[src/rtl/gpio_walk_gen_if.sv]
`default_nettype none
// ============================================================================
// Module   : gpio_walk_gen_if
// Purpose  : Control/pad bundle between the walking-one pattern source and the
//            logic that drives and observes it (enable, start, frame setup,
//            pad data/output-enable and status).
// Revision : 1.0 - initial release
// ============================================================================
interface gpio_walk_gen_if #(
  parameter int NBITS   = 34,
  parameter int DWELL_W = 24,
  parameter int ITER_W  = 8
);
  logic               en_i;
  logic               start_i;
  logic [DWELL_W-1:0] dwell_i;
  logic [ITER_W-1:0]  iters_i;
  logic [NBITS+3:0]   io_out;
  logic [NBITS+3:0]   io_oeb;
  logic               busy_o;
  logic               done_o;
  logic [5:0]         frame_o;

  // Side that requests walks and watches the pads
  modport master (
    output en_i, start_i, dwell_i, iters_i,
    input  io_out, io_oeb, busy_o, done_o, frame_o
  );

  // Pattern source side
  modport slave (
    input  en_i, start_i, dwell_i, iters_i,
    output io_out, io_oeb, busy_o, done_o, frame_o
  );
endinterface
`default_nettype wire

[src/rtl/gpio_walk_gen.sv]
`default_nettype none
// ============================================================================
// Module   : gpio_walk_gen
// Purpose  : Framed walking-one generator for the checked GPIO pads
//            {io[37:5], io[0]}: zero frame, NBITS one-hot frames LSB first,
//            repeated N times with a zero frame between walks, then a final
//            zero frame. Every frame is held D cycles.
// Revision : 1.0 - initial release
// ============================================================================
module gpio_walk_gen #(
  parameter int NBITS   = 34,
  parameter int DWELL_W = 24,
  parameter int ITER_W  = 8
) (
  input  wire logic       wb_clk_i,
  input  wire logic       wb_rst_i,
  gpio_walk_gen_if.slave  bus
);

  localparam int IDX_W = 6;
  localparam int IO_W  = NBITS + 4;

  typedef enum logic [2:0] {
    S_IDLE   = 3'd0,
    S_LEAD_Z = 3'd1,
    S_WALK   = 3'd2,
    S_GAP_Z  = 3'd3,
    S_TAIL_Z = 3'd4
  } state_t;

  state_t             r_state, w_state;
  logic [DWELL_W-1:0] r_cnt, w_cnt;      // cycles left in current frame, minus one
  logic [DWELL_W-1:0] r_dm1, w_dm1;      // latched dwell minus one (dwell 0 acts as 1)
  logic [ITER_W-1:0]  r_iters, w_iters;  // latched iteration count
  logic [ITER_W-1:0]  r_iter, w_iter;    // completed walks
  logic [IDX_W-1:0]   r_idx, w_idx;      // one-hot position within a walk
  logic               w_done;
  logic               w_busy;
  logic [IDX_W-1:0]   w_frame_o;
  logic [NBITS-1:0]   w_onehot;
  logic [IO_W-1:0]    w_io_out;
  logic [IO_W-1:0]    w_io_oeb;
  logic [ITER_W:0]    w_iter_inc;
  logic               w_cnt_zero;

  logic [IO_W-1:0]    r_io_out;
  logic [IO_W-1:0]    r_io_oeb;
  logic               r_busy;
  logic               r_done;
  logic [IDX_W-1:0]   r_frame_o;

  assign w_cnt_zero = (r_cnt == '0);
  assign w_iter_inc = {1'b0, r_iter} + (ITER_W+1)'(1);

  // State, counters and registered outputs; reset returns everything to idle
  always_ff @(posedge wb_clk_i or posedge wb_rst_i) begin
    if (wb_rst_i) begin
      r_state   <= S_IDLE;
      r_cnt     <= '0;
      r_dm1     <= '0;
      r_iters   <= '0;
      r_iter    <= '0;
      r_idx     <= '0;
      r_io_out  <= '0;
      r_io_oeb  <= '1;
      r_busy    <= 1'b0;
      r_done    <= 1'b0;
      r_frame_o <= '0;
    end else begin
      r_state   <= w_state;
      r_cnt     <= w_cnt;
      r_dm1     <= w_dm1;
      r_iters   <= w_iters;
      r_iter    <= w_iter;
      r_idx     <= w_idx;
      r_io_out  <= w_io_out;
      r_io_oeb  <= w_io_oeb;
      r_busy    <= w_busy;
      r_done    <= w_done;
      r_frame_o <= w_frame_o;
    end
  end

  // Next-state logic; output values are those of the state being entered so
  // the pads change on the same edge as the state
  always_comb begin
    w_state = r_state;
    w_cnt   = r_cnt;
    w_dm1   = r_dm1;
    w_iters = r_iters;
    w_iter  = r_iter;
    w_idx   = r_idx;
    w_done  = 1'b0;

    if (!bus.en_i) begin
      // Disable aborts any walk without a done pulse
      w_state = S_IDLE;
      w_cnt   = '0;
      w_iter  = '0;
      w_idx   = '0;
    end else begin
      case (r_state)
        S_IDLE: begin
          if (bus.start_i) begin
            w_dm1   = (bus.dwell_i == '0) ? '0 : bus.dwell_i - DWELL_W'(1);
            w_cnt   = w_dm1;
            w_iters = bus.iters_i;
            w_iter  = '0;
            w_idx   = '0;
            w_state = S_LEAD_Z;
          end
        end
        S_LEAD_Z: begin
          if (w_cnt_zero) begin
            w_cnt   = r_dm1;
            w_idx   = '0;
            w_state = (r_iters == '0) ? S_TAIL_Z : S_WALK;
          end else begin
            w_cnt = r_cnt - DWELL_W'(1);
          end
        end
        S_WALK: begin
          if (w_cnt_zero) begin
            w_cnt = r_dm1;
            if (r_idx == IDX_W'(NBITS - 1)) begin
              w_iter  = w_iter_inc[ITER_W-1:0];
              w_idx   = '0;
              w_state = (w_iter_inc < {1'b0, r_iters}) ? S_GAP_Z : S_TAIL_Z;
            end else begin
              w_idx = r_idx + IDX_W'(1);
            end
          end else begin
            w_cnt = r_cnt - DWELL_W'(1);
          end
        end
        S_GAP_Z: begin
          if (w_cnt_zero) begin
            w_cnt   = r_dm1;
            w_idx   = '0;
            w_state = S_WALK;
          end else begin
            w_cnt = r_cnt - DWELL_W'(1);
          end
        end
        S_TAIL_Z: begin
          if (w_cnt_zero) begin
            w_cnt   = '0;
            w_done  = 1'b1;
            w_state = S_IDLE;
          end else begin
            w_cnt = r_cnt - DWELL_W'(1);
          end
        end
        default: begin
          w_state = S_IDLE;
          w_cnt   = '0;
          w_idx   = '0;
        end
      endcase
    end
  end

  // Output decode for the state being entered
  always_comb begin
    w_busy    = (w_state != S_IDLE);
    w_frame_o = (w_state == S_WALK) ? w_idx : '0;
    w_onehot  = (w_state == S_WALK) ? ({{(NBITS-1){1'b0}}, 1'b1} << w_idx) : '0;
    // io[4:1] are not checked pads: always driven low with output disabled
    w_io_out  = {w_onehot[NBITS-1:1], 4'b0000, w_onehot[0]};
    w_io_oeb  = {{(NBITS-1){~bus.en_i}}, 4'b1111, ~bus.en_i};
  end

  assign bus.io_out  = r_io_out;
  assign bus.io_oeb  = r_io_oeb;
  assign bus.busy_o  = r_busy;
  assign bus.done_o  = r_done;
  assign bus.frame_o = r_frame_o;

endmodule
`default_nettype wire

[src/flat_wrapper.sv]
// flat-port wrapper written by rule: the top's interface ports become plain ports
module gpio_walk_gen_flat 
#(
  parameter int NBITS   = 34,
  parameter int DWELL_W = 24,
  parameter int ITER_W  = 8
)
  (wb_clk_i, wb_rst_i, bus_en_i, bus_start_i, bus_dwell_i, bus_iters_i, bus_io_out, bus_io_oeb, bus_busy_o, bus_done_o, bus_frame_o);
  gpio_walk_gen_if #(.NBITS(NBITS), .DWELL_W(DWELL_W), .ITER_W(ITER_W)) bus_i ();
  input  wire logic wb_clk_i;
  input  wire logic wb_rst_i;
  input wire logic [$bits(bus_i.en_i)-1:0] bus_en_i;
  input wire logic [$bits(bus_i.start_i)-1:0] bus_start_i;
  input wire logic [$bits(bus_i.dwell_i)-1:0] bus_dwell_i;
  input wire logic [$bits(bus_i.iters_i)-1:0] bus_iters_i;
  output wire logic [$bits(bus_i.io_out)-1:0] bus_io_out;
  output wire logic [$bits(bus_i.io_oeb)-1:0] bus_io_oeb;
  output wire logic [$bits(bus_i.busy_o)-1:0] bus_busy_o;
  output wire logic [$bits(bus_i.done_o)-1:0] bus_done_o;
  output wire logic [$bits(bus_i.frame_o)-1:0] bus_frame_o;
  assign bus_i.en_i = bus_en_i;
  assign bus_i.start_i = bus_start_i;
  assign bus_i.dwell_i = bus_dwell_i;
  assign bus_i.iters_i = bus_iters_i;
  assign bus_io_out = bus_i.io_out;
  assign bus_io_oeb = bus_i.io_oeb;
  assign bus_busy_o = bus_i.busy_o;
  assign bus_done_o = bus_i.done_o;
  assign bus_frame_o = bus_i.frame_o;
  gpio_walk_gen #(.NBITS(NBITS), .DWELL_W(DWELL_W), .ITER_W(ITER_W)) u_core (.wb_clk_i(wb_clk_i), .wb_rst_i(wb_rst_i), .bus(bus_i));
endmodule
[config.mk]
export PLATFORM = sky130hd
export DESIGN_NAME = gpio_walk_gen_flat
export DESIGN_NICKNAME = d
export VERILOG_FILES = /design/src/rtl/gpio_walk_gen_if.sv /design/src/rtl/gpio_walk_gen.sv /design/src/flat_wrapper.sv
export SDC_FILE = /design/constraint.sdc
export NUM_CORES = 1
export LEC_CHECK = 0
export CAP_MARGIN = 40
export CORE_UTILIZATION = 53
export CTS_CLUSTER_SIZE = 25
export DETAILED_ROUTE_END_ITERATION = 7
export HOLD_SLACK_MARGIN = 0.1
export PLACE_DENSITY = 0.81
export SYNTH_ARGS = -nofsm -noshare
export SYNTH_HDL_FRONTEND = slang
export SYNTH_SLANG_ARGS = --single-unit
[constraint.sdc]
create_clock -name wb_clk_i -period 4.44 [get_ports wb_clk_i]
set_input_delay 0.666 -clock wb_clk_i [delete_from_list [all_inputs] [get_ports wb_clk_i]]
set_output_delay 0.666 -clock wb_clk_i [all_outputs]
set_load 0.01 [all_outputs]
==> impl_metrics.py, run 1 <==
metrics = {
    "layout": {
        "final_nets": 834,
        "syn_to_final_growth_pct": 25.8,
        "drive_gt1_share_pct": 11.0,
        "stdcell_area_um2": 8240,
        "final_util_pct": 68.6,
        "antenna_cells": 0,
        "fillCellCount": 929,
    },
    "run_status": {
        "status": "finished with violations",
        "violations": "design-rule violations",
    },
    "pwr": {
        "p_seq_share_pct": 36.7,
        "power.switching_mw": 0.872,
        "swShare_pct": 26.3,
        "p_int_mw": 2.44,
        "power.leakage_nw": 3.61,
        "combPwrFrac_pct": 15.6,
        "peakVddDrop_mv": 0.206,
        "clkPwrFrac_pct": 47.6,
        "power_density_nw_per_um2": 402,
    },
    "detailed_routing": {
        "drc": 9,
        "drt_iter0_drc": 418,
        "wirelength_um": 16500,
        "ant_nets": 0,
        "avgRoutedWirePerCell_um": 17.5,
        "via_per_inst": 6.05,
        "via_count": 5721,
        "drt_first_pass_iters": 8,
    },
    "flow_run": {
        "drv_cap": 0,
    },
    "setup_path": {
        "critPathSlowestCell": "nor2_1",
        "crit_family": "simple AND/OR/NAND/NOR gates",
        "cp.buffers_inverters": 1,
        "cp.arrival_ns": 3.70,
        "worstSetupStartpointType": "flop",
        "critPathMaxFanout": 11,
        "cp_cell_sequence": "inv_1 > ha_1 > or3b_2 > nor4_4 > a21oi_1 > nor2_1 > nor3_1 > o311ai_0 > o211ai_1",
        "end_kind": "flop",
        "critPathKind": "flop to flop",
        "max_stage_delay_ns": 0.69,
        "cp.required_ns": 4.72,
    },
    "sta": {
        "tightestPinTransition_ns": 0.827,
        "clock_skew_ns": 0.00837,
        "slew_headroom_pct": 44.6,
        "period_needed_ns": 3.42,
        "timing.setup.tns_ns": 0,
        "hold_viol_final": 0,
        "worst_slack_ns": 1.02,
        "rsz0062_at_grt": "false",
        "setup_viol": 0,
        "layout_worst_path_cycle_share_pct": 76.9,
        "clock.fmax_ghz": 0.293,
        "drv_slew": 0,
    },
    "clock_tree": {
        "post-cts-setup-buffer-count": 0,
        "cts_buffers": 17,
        "cts_tree": "yes",
        "clockBufferDepth": 2,
        "cts_sinks": 116,
        "cts_hold_buf": 0,
        "root_buffer": "clkbuf_16",
        "cts.clk_slew.worst_paths_ns": 0.05,
        "h-tree-depth": 4,
        "worstSkewPairLatency_ns": 0.43,
        "post_cts_resized": 0,
    },
    "place": {
        "placed_area_um2": 7560,
        "port_buffers": 111,
        "dp_slack_ns": 0.772,
        "hpwl_um": 11700,
        "gp_congestion": 0.880,
    },
    "yosys": {
        "synth-seq-cells": 116,
        "synth.distinct_cells": 75,
        "syn_area_um2": 6550,
        "yosys_most_used_dff": "dfrtp_1",
        "synth_edf_count": 0,
        "syn_area_per_cell_um2": 9.25,
        "async_flop_share_pct": 100,
        "ys_warn_count": 0,
        "syn_inst": 708,
        "ys_seq_area_share_pct": 44.3,
    },
    "floorplan": {
        "rows": 40,
        "dieWidth_um": 113,
        "dieArea_um2": 12800,
        "fp.dieH_um": 113,
        "core_um2": 12000,
        "start_util_pct": 54.5,
        "io_pins": 120,
    },
    "grt": {
        "grt-ovfl-total": 0,
        "first_global_vias": 5596,
        "track_usage_pct": 27.0,
        "grt_max_degree": 60,
        "antenna_found_initial": 0,
        "grt_pass1_wl_um": 26900,
    },
    "worst_hold_path": {
        "hold_path.class": "flop to flop",
    },
}
[layout make-up]
type                       instances  area [um^2]  area share, %
clock buffer                      20          457           5.54
clock inverter                    12          226           2.75
inverter                          19         73.8          0.896
multi-input combinational        508         3170           38.5
sequential                       116         2900           35.2
tap                              147          184           2.23
timing repair buffer             124         1220           14.9
[worst paths after layout]
path,end,cells after the start,slack (ns),start
min in group asynchronous,u_core.bus.io_out[6]$_DFF_PP0_,2,0.55,wb_rst_i
min reg2reg,u_core.r_dm1[3]$_DFFE_PP0P_,2,0.47,u_core.r_dm1[3]$_DFFE_PP0P_
max in group asynchronous,u_core.r_iter[6]$_DFFE_PP0P_,4,3.01,wb_rst_i
max reg2reg,u_core.r_cnt[18]$_DFFE_PP0P_,9,1.02,u_core.r_cnt[0]$_DFFE_PP0P_
min,u_core.r_dm1[3]$_DFFE_PP0P_,2,0.47,u_core.r_dm1[3]$_DFFE_PP0P_
max,u_core.r_cnt[18]$_DFFE_PP0P_,9,1.02,u_core.r_cnt[0]$_DFFE_PP0P_
[flip-flops by register name, indices dropped and copies added, names as in the netlist]
register,flops
u_core.bus.busy_o,1
u_core.bus.done_o,1
u_core.bus.frame_o,6
u_core.bus.io_oeb,1
u_core.bus.io_out,34
u_core.r_cnt,24
u_core.r_dm1,24
u_core.r_idx,6
u_core.r_iter,8
u_core.r_iters,8
u_core.r_state,3
[metrics by stage]
stage	power, mW	cells	hold slack [ns]
3_5_place_dp	1.73	914	0.461
3_3_place_gp	1.71	912	0.455
2_1_floorplan	1.58	714	0.443
5_1_grt	3.43	946	0.499
4_1_cts	3.31	946	0.476
6_report	3.31	946	0.474
[power groups by stage]
stage / Clock (mW) / Sequential [mW] / Combinational, mW
finish: 1.58 / 1.22 / 0.518
global route: 1.64 / 1.23 / 0.566
CTS: 1.59 / 1.21 / 0.514
detailed placement: 0 / 1.23 / 0.505
global placement: 0 / 1.22 / 0.484
floorplan: 0 / 1.20 / 0.381
[per-layer routing]
layer | track usage (%) | part of all wire (%) | wire length [um] | up-vias
met5 | 0 | 0 | 0 | -
met4 | 12.9 | 2.9 | 487 | 0
met3 | 7.93 | 7.0 | 1160 | 44
met2 | 46.2 | 50 | 8310 | 278
met1 | 31.1 | 40 | 6580 | 2751
li1 | - | - | - | 2648
[cells in the final DEF (no fill, tap or decap), drive strengths merged, types with 3 or more instances in the layout]
cell type / instances
o21ai: 42
nor3: 26
or3: 6
o22ai: 10
o41ai: 3
o221ai: 3
ha: 12
a21o: 9
mux2i: 3
nor4: 13
a31oi: 4
a21oi: 36
inv: 19
a22o: 10
or2: 4
bufinv: 6
nand3: 31
dfrtp: 115
xnor2: 18
mux2: 9
nand2: 56
and2: 6
o31ai: 14
a41oi: 3
nor2: 91
conb: 8
a211o: 3
nand2b: 7
a22oi: 3
and3: 13
o2111ai: 3
or4: 12
clkinv: 4
nand4: 5
clkdlybuf4s50: 111
xor2: 16
clkbuf: 20
buf: 13
o211ai: 5
[logic make-up after synthesis]
kind of cell    after synthesis  share of synthesized area, %
other cells                   2                         0.115
compound gates              162                          17.1
flops                       116                          44.3
xor+xnor                     34                          4.55
mux                          12                          2.01
buf+inv                      90                          7.66
fa+ha+maj                    12                          2.29
simple gates                280                          21.9
[cell usage after synthesis (9+ instances only)]
master	number	area [um^2]
dfrtp_1	115	2880
nor2_1	87	327
nand2_1	55	206
buf_4	41	308
o21ai_0	37	185
a21oi_1	35	175
nand3_1	28	140
clkbuf_1	27	101
nor3_1	25	125
inv_1	18	67.6
xnor2_1	18	158
xor2_1	16	140
and3_1	13	81.3
ha_1	12	150
o31ai_1	11	82.6
or4_1	11	82.6
a22o_1	10	87.6
nor4_1	10	62.6
o22ai_1	10	62.6
a21o_1	9	67.6
mux2_2	9	101
[tightest hold or removal path, stage by stage (launching register included)]
cell and delay [ns]:
dfrtp_1 0.34, nand2_1 0.05, o31ai_1 0.05
(Power assumes the default switching activity.)
==> run 2, diff against run 1 <==
Clock period 4.44 ns to 3.2 ns, I/O delays scaled along.
==> impl_metrics.py, run 2 (synthesis results as in run 1) <==
metrics = {
    "flow_run": {
        "drv_cap": 0,
    },
    "floorplan": {
        "dieWidth_um": 113,
        "core_um2": 12000,
        "start_util_pct": 54.5,
        "io_pins": 120,
        "rows": 40,
        "fp.dieH_um": 113,
        "dieArea_um2": 12800,
    },
    "grt": {
        "grt_pass1_wl_um": 27800,
        "grt-ovfl-total": 0,
        "antenna_found_initial": 0,
        "first_global_vias": 5774,
        "track_usage_pct": 27.6,
        "grt_max_degree": 55,
    },
    "clock_tree": {
        "root_buffer": "clkbuf_16",
        "cts_tree": "yes",
        "post-cts-setup-buffer-count": 0,
        "cts_buffers": 17,
        "cts_sinks": 116,
        "clockBufferDepth": 2,
        "worstSkewPairLatency_ns": 0.42,
        "h-tree-depth": 4,
        "cts.clk_slew.worst_paths_ns": 0.06,
    },
    "sta": {
        "layout_worst_path_cycle_share_pct": 95.0,
        "setup_viol": 0,
        "period_needed_ns": 3.04,
        "hold_viol_final": 0,
        "tightestPinTransition_ns": 0.675,
        "fin_hold_ws_ns": 0.463,
        "worst_slack_ns": 0.160,
        "drv_slew": 0,
        "clock_skew_ns": 0.00689,
        "rsz0062_at_grt": "false",
        "slew_headroom_pct": 53.8,
        "clock.fmax_ghz": 0.329,
    },
    "layout": {
        "stdcell_area_um2": 8340,
        "layout_commonest_cell": "dfrtp_1",
        "regArea_um2": 2900,
        "antenna_cells": 0,
        "final_util_pct": 69.4,
        "fin_cells": 969,
        "drive_gt1_share_pct": 13.9,
        "final_nets": 857,
        "multi_input_area_um2": 3170,
        "syn_to_final_growth_pct": 27.2,
        "fillCellCount": 920,
        "largest_reg_flops": 34,
        "layout_common_cells": "dfrtp_1, clkdlybuf4s50_1, nor2_1, nand2_1, o21ai_0",
    },
    "pwr": {
        "clkPwrFrac_pct": 44.0,
        "power.leakage_nw": 3.67,
        "swShare_pct": 28.5,
        "peakVddDrop_mv": 0.348,
        "p_int_mw": 3.10,
        "combPwrFrac_pct": 17.3,
        "p_seq_share_pct": 38.8,
        "power_density_nw_per_um2": 521,
        "power.switching_mw": 1.24,
    },
    "detailed_routing": {
        "drt_iter0_drc": 432,
        "via_per_inst": 5.98,
        "drt_first_pass_iters": 5,
        "avgRoutedWirePerCell_um": 17.0,
        "drc": 0,
        "wirelength_um": 16500,
        "ant_nets": 0,
        "via_count": 5794,
    },
    "setup_path": {
        "critPathMaxFanout": 8,
        "worst_r2r_path_depth": 9,
        "worstSetupStartpointType": "flop",
        "cp.required_ns": 3.55,
        "r2r_start": "u_core.r_cnt[0]$_DFFE_PP0P_",
        "end_kind": "flop",
        "cp.arrival_ns": 3.39,
        "reg2reg_setup_slack_ns": 0.16,
        "r2r-end": "u_core.bus.io_out[21]$_DFF_PP0_",
        "critPathKind": "flop to flop",
        "startpoint": "u_core.r_cnt[0]$_DFFE_PP0P_",
    },
    "run_status": {
        "status": "finished, final reports clean",
    },
    "place": {
        "placed_cells": 937,
        "hpwl_um": 11700,
        "gp_congestion": 0.885,
        "port_buffers": 111,
        "dp_slack_ns": -0.0763,
        "placed_area_um2": 7730,
    },
    "worst_hold_path": {
        "hold_path.class": "input port to async pin",
    },
}
[run 2: cell count changes in the layout (fill, tap and decap cells not counted)]
| cell | change |
|---|---|
| bufinv_16 | -4 |
| clkbuf_1 | -1 |
| buf_4 | +24 |
| inv_4 | -1 |
| and3_1 | -1 |
| buf_16 | -1 |
| clkinv_4 | +2 |
| buf_12 | +1 |
| clkinvlp_4 | +3 |
| buf_1 | -1 |
| and3_2 | +1 |
| inv_6 | +2 |
| clkinv_2 | -1 |
[run 2: stage by stage]
stage	TNS (ns)	power [mW]
detailed placement	-0.510	2.44
floorplan	0	2.20
global placement	-0.00470	2.40
finish	0	4.34
CTS	0	4.36
global route	0	4.53
[run 2: critical path: stages, from the launching register on]
cell and delay, ns:
dfrtp_1 0.42, inv_1 0.08, ha_1 0.17, or3b_2 0.58, nor4_4 0.38, and3_2 0.38, o21ai_1 0.18, a311oi_4 0.43
nand3_2 0.21, nor2_1 0.15
[run 2: power by group through the flow]
stage / Combinational (mW) / Clock [mW] / Sequential (mW)
2_1_floorplan: 0.529 / 0 / 1.67
3_3_place_gp: 0.706 / 0 / 1.70
3_5_place_dp: 0.735 / 0 / 1.70
4_1_cts: 0.745 / 1.93 / 1.68
5_1_grt: 0.828 / 2.00 / 1.70
6_report: 0.749 / 1.91 / 1.68
[run 2: worst max path at each step]
| stage | to | slack, ns | cells past startpoint |
|---|---|---|---|
| floorplan | u_core.bus.io_out[37]$_DFF_PP0_ | 0.37 | 11 |
| global placement | u_core.r_cnt[9]$_DFFE_PP0P_ | -0.005 | 8 |
| detailed placement | u_core.r_cnt[19]$_DFFE_PP0P_ | -0.08 | 7 |
| CTS | u_core.bus.io_out[23]$_DFF_PP0_ | 0.08 | 9 |
| global route | u_core.bus.io_out[6]$_DFF_PP0_ | 0.003 | 9 |
| finish | u_core.bus.io_out[21]$_DFF_PP0_ | 0.16 | 9 |
[run 2: area by class of cell]
cell class,instances,area share (%)
Timing Repair Buffer,147,16.7
Multi-Input combinational cell,508,38.1
Clock buffer,19,5.43
Tap cell,147,2.21
Sequential cell,116,34.8
Clock inverter,13,1.82
Inverter,19,0.901
[run 2: repair_timing]
action | in CTS | in global routing
endpoints found under the setup margin | 0 | 28
hold buffers | 0 | 0
resized for setup | 0 | 1
[run 2: per-layer routing]
metal / vias up / routed length (um) / track usage [%] / share of wire, %
met5: - / 0 / 0 / 0
met4: 0 / 513 / 15.1 / 3.1
met1: 2778 / 6650 / 33.2 / 40
met2: 270 / 8230 / 46.3 / 50
li1: 2693 / - / - / -
met3: 53 / 1100 / 5.84 / 6.7
==> run 3, diff against run 2 <==
Settings changed: CELL_PAD_IN_SITES_DETAIL_PLACEMENT set to 2, CELL_PAD_IN_SITES_GLOBAL_PLACEMENT set to 2, CORE_UTILIZATION 53 to 32, PLACE_DENSITY 0.81 to not set, PLACE_DENSITY_LB_ADDON set to 0.1.
==> impl_metrics.py, run 3 (synthesis results as in run 1) <==
metrics = {
    "place": {
        "gp_congestion": 0.814,
        "dp_slack_ns": -0.135,
        "placed_area_um2": 7910,
        "port_buffers": 111,
        "hpwl_um": 15400,
        "placed_cells": 1057,
    },
    "layout": {
        "layout_commonest_cell": "dfrtp_1",
        "largest_reg_flops": 34,
        "layout_common_cells": "dfrtp_1, clkdlybuf4s50_1, nor2_1, nand2_1, buf_4",
        "antenna_cells": 0,
        "stdcell_area_um2": 8600,
        "final_nets": 861,
        "fin_cells": 1090,
        "syn_to_final_growth_pct": 31.2,
        "drive_gt1_share_pct": 14.8,
        "final_util_pct": 43.5,
    },
    "pwr": {
        "p_int_mw": 3.32,
        "power_density_nw_per_um2": 539,
        "power.switching_mw": 1.32,
        "peakVddDrop_mv": 0.381,
        "combPwrFrac_pct": 17.5,
        "design_power_total_mw": 4.64,
        "power.leakage_nw": 3.72,
        "p_seq_share_pct": 36.3,
        "swShare_pct": 28.5,
        "clkPwrFrac_pct": 46.1,
    },
    "detailed_routing": {
        "met1_length_um": 9400,
        "via_count": 5745,
        "drt_first_pass_iters": 4,
        "wirelength_um": 21500,
        "top_layer": "met4",
        "via_per_inst": 5.27,
        "ant_nets": 0,
        "drc": 0,
        "drt_iter0_drc": 217,
        "dr_wl_met2_um": 10900,
        "wl_met3_um": 718,
        "avgRoutedWirePerCell_um": 19.7,
    },
    "sta": {
        "clock.fmax_ghz": 0.328,
        "tightestPinTransition_ns": 0.814,
        "worst_slack_ns": 0.147,
        "hold_viol_final": 0,
        "clock_skew_ns": 0.0106,
        "layout_worst_path_cycle_share_pct": 95.4,
        "timing.setup.tns_ns": 0,
        "setup_viol": 0,
        "slew_headroom_pct": 44.3,
        "period_needed_ns": 3.05,
        "rsz0062_at_grt": "false",
        "fin_hold_ws_ns": 0.485,
        "drv_slew": 0,
    },
    "clock_tree": {
        "worstSkewPairLatency_ns": 0.43,
        "cts_sinks": 116,
        "cts.clk_slew.worst_paths_ns": 0.06,
        "clockBufferDepth": 2,
        "root_buffer": "clkbuf_16",
        "h-tree-depth": 4,
        "cts_buffers": 17,
        "cts_hold_buf": 0,
        "cts_tree": "yes",
    },
    "grt": {
        "grt-ovfl-total": 0,
        "grt_max_degree": 117,
        "first_global_vias": 6408,
        "track_usage_pct": 21.4,
        "antenna_found_initial": 0,
        "grt_pass1_wl_um": 35700,
    },
    "floorplan": {
        "io_pins": 120,
        "start_util_pct": 33.1,
        "fp.dieH_um": 145,
        "core_um2": 19800,
        "dieArea_um2": 21000,
        "rows": 51,
        "dieWidth_um": 145,
    },
    "setup_path": {
        "reg2reg_setup_slack_ns": 0.15,
        "r2r_start": "u_core.r_cnt[19]$_DFFE_PP0P_",
        "critPathMaxFanout": 9,
        "worstSetupStartpointType": "flop",
        "cp.arrival_ns": 3.39,
        "worst_r2r_path_depth": 8,
        "critPathKind": "flop to flop",
        "r2r-end": "u_core.bus.io_out[5]$_DFF_PP0_",
        "cp.required_ns": 3.54,
        "end_kind": "flop",
    },
    "run_status": {
        "status": "finished, final reports clean",
    },
    "worst_hold_path": {
        "min-delay-start": "u_core.r_dm1[23]$_DFFE_PP0P_",
        "min_to": "u_core.r_dm1[23]$_DFFE_PP0P_",
        "hold_depth": 2,
        "hold_path.class": "flop to flop",
    },
    "flow_run": {
        "drv_cap": 0,
    },
}
-- run 3: cell count changes in the layout (fill, tap and decap cells not counted), sizes merged --
| cell | previous run | this run |
|---|---|---|
| buf | 36 | 40 |
| bufinv | 2 | 5 |
| clkbuf | 19 | 17 |
| clkinv | 5 | 3 |
| clkinvlp | 5 | 4 |
| inv | 20 | 21 |
-- run 3: power by group through the flow --
stage / logic, mW / clock network (mW) / registers, mW
finish: 0.812 / 2.14 / 1.68
global route: 0.895 / 2.24 / 1.70
CTS: 0.812 / 2.18 / 1.68
detailed placement: 0.798 / 0 / 1.71
global placement: 0.764 / 0 / 1.70
floorplan: 0.529 / 0 / 1.67
-- run 3: layer usage --
metal  global-route usage, %  vias up
met2                    37.4      125
met3                    3.84       28
met1                    26.3     2899
li1                        -     2693
met4                    7.47        0
met5                       0        -
-- run 3: area by class of cell --
type                    instances  area [um^2]
well taps                     265          332
clock inverters                14          225
repair buffers                151         1440
inverters                      19         75.1
flip-flops and latches        116         2900
multi-input cells             508         3200
fillers                      2127        11200
clock buffers                  17          425
-- run 3: repair_timing --
action	CTS	global route
setup endpoints to repair	9	37
pin swaps	1	4
buffers inserted	0	2
resized for setup	1	6
-- run 3: how the worst max path moves through the flow --
stage | from | to | slack [ns] | cells after the start
after floorplan | u_core.r_cnt[0]$_DFFE_PP0P_ | u_core.bus.io_out[37]$_DFF_PP0_ | 0.37 | 11
after global placement | bus_dwell_i[14] | u_core.r_cnt[9]$_DFFE_PP0P_ | 0.001 | 8
after detailed placement | bus_dwell_i[14] | u_core.r_cnt[9]$_DFFE_PP0P_ | -0.14 | 8
after CTS | u_core.r_cnt[4]$_DFFE_PP0P_ | u_core.bus.io_out[13]$_DFF_PP0_ | 0.01 | 8
after global routing | u_core.r_iter[0]$_DFFE_PP0P_ | u_core.r_state[2]$_DFF_PP0_ | 0.005 | 10
final | u_core.r_cnt[19]$_DFFE_PP0P_ | u_core.bus.io_out[5]$_DFF_PP0_ | 0.15 | 8
-- run 3: worst max-delay path, stage by stage (launching register included) --
cell	delay, ns
dfrtp_1	0.45
nor4_1	0.62
and4b_1	0.45
buf_4	0.22
o2111ai_1	0.12
and3_1	0.28
a311oi_4	0.41
nand3_2	0.23
nor2_1	0.19
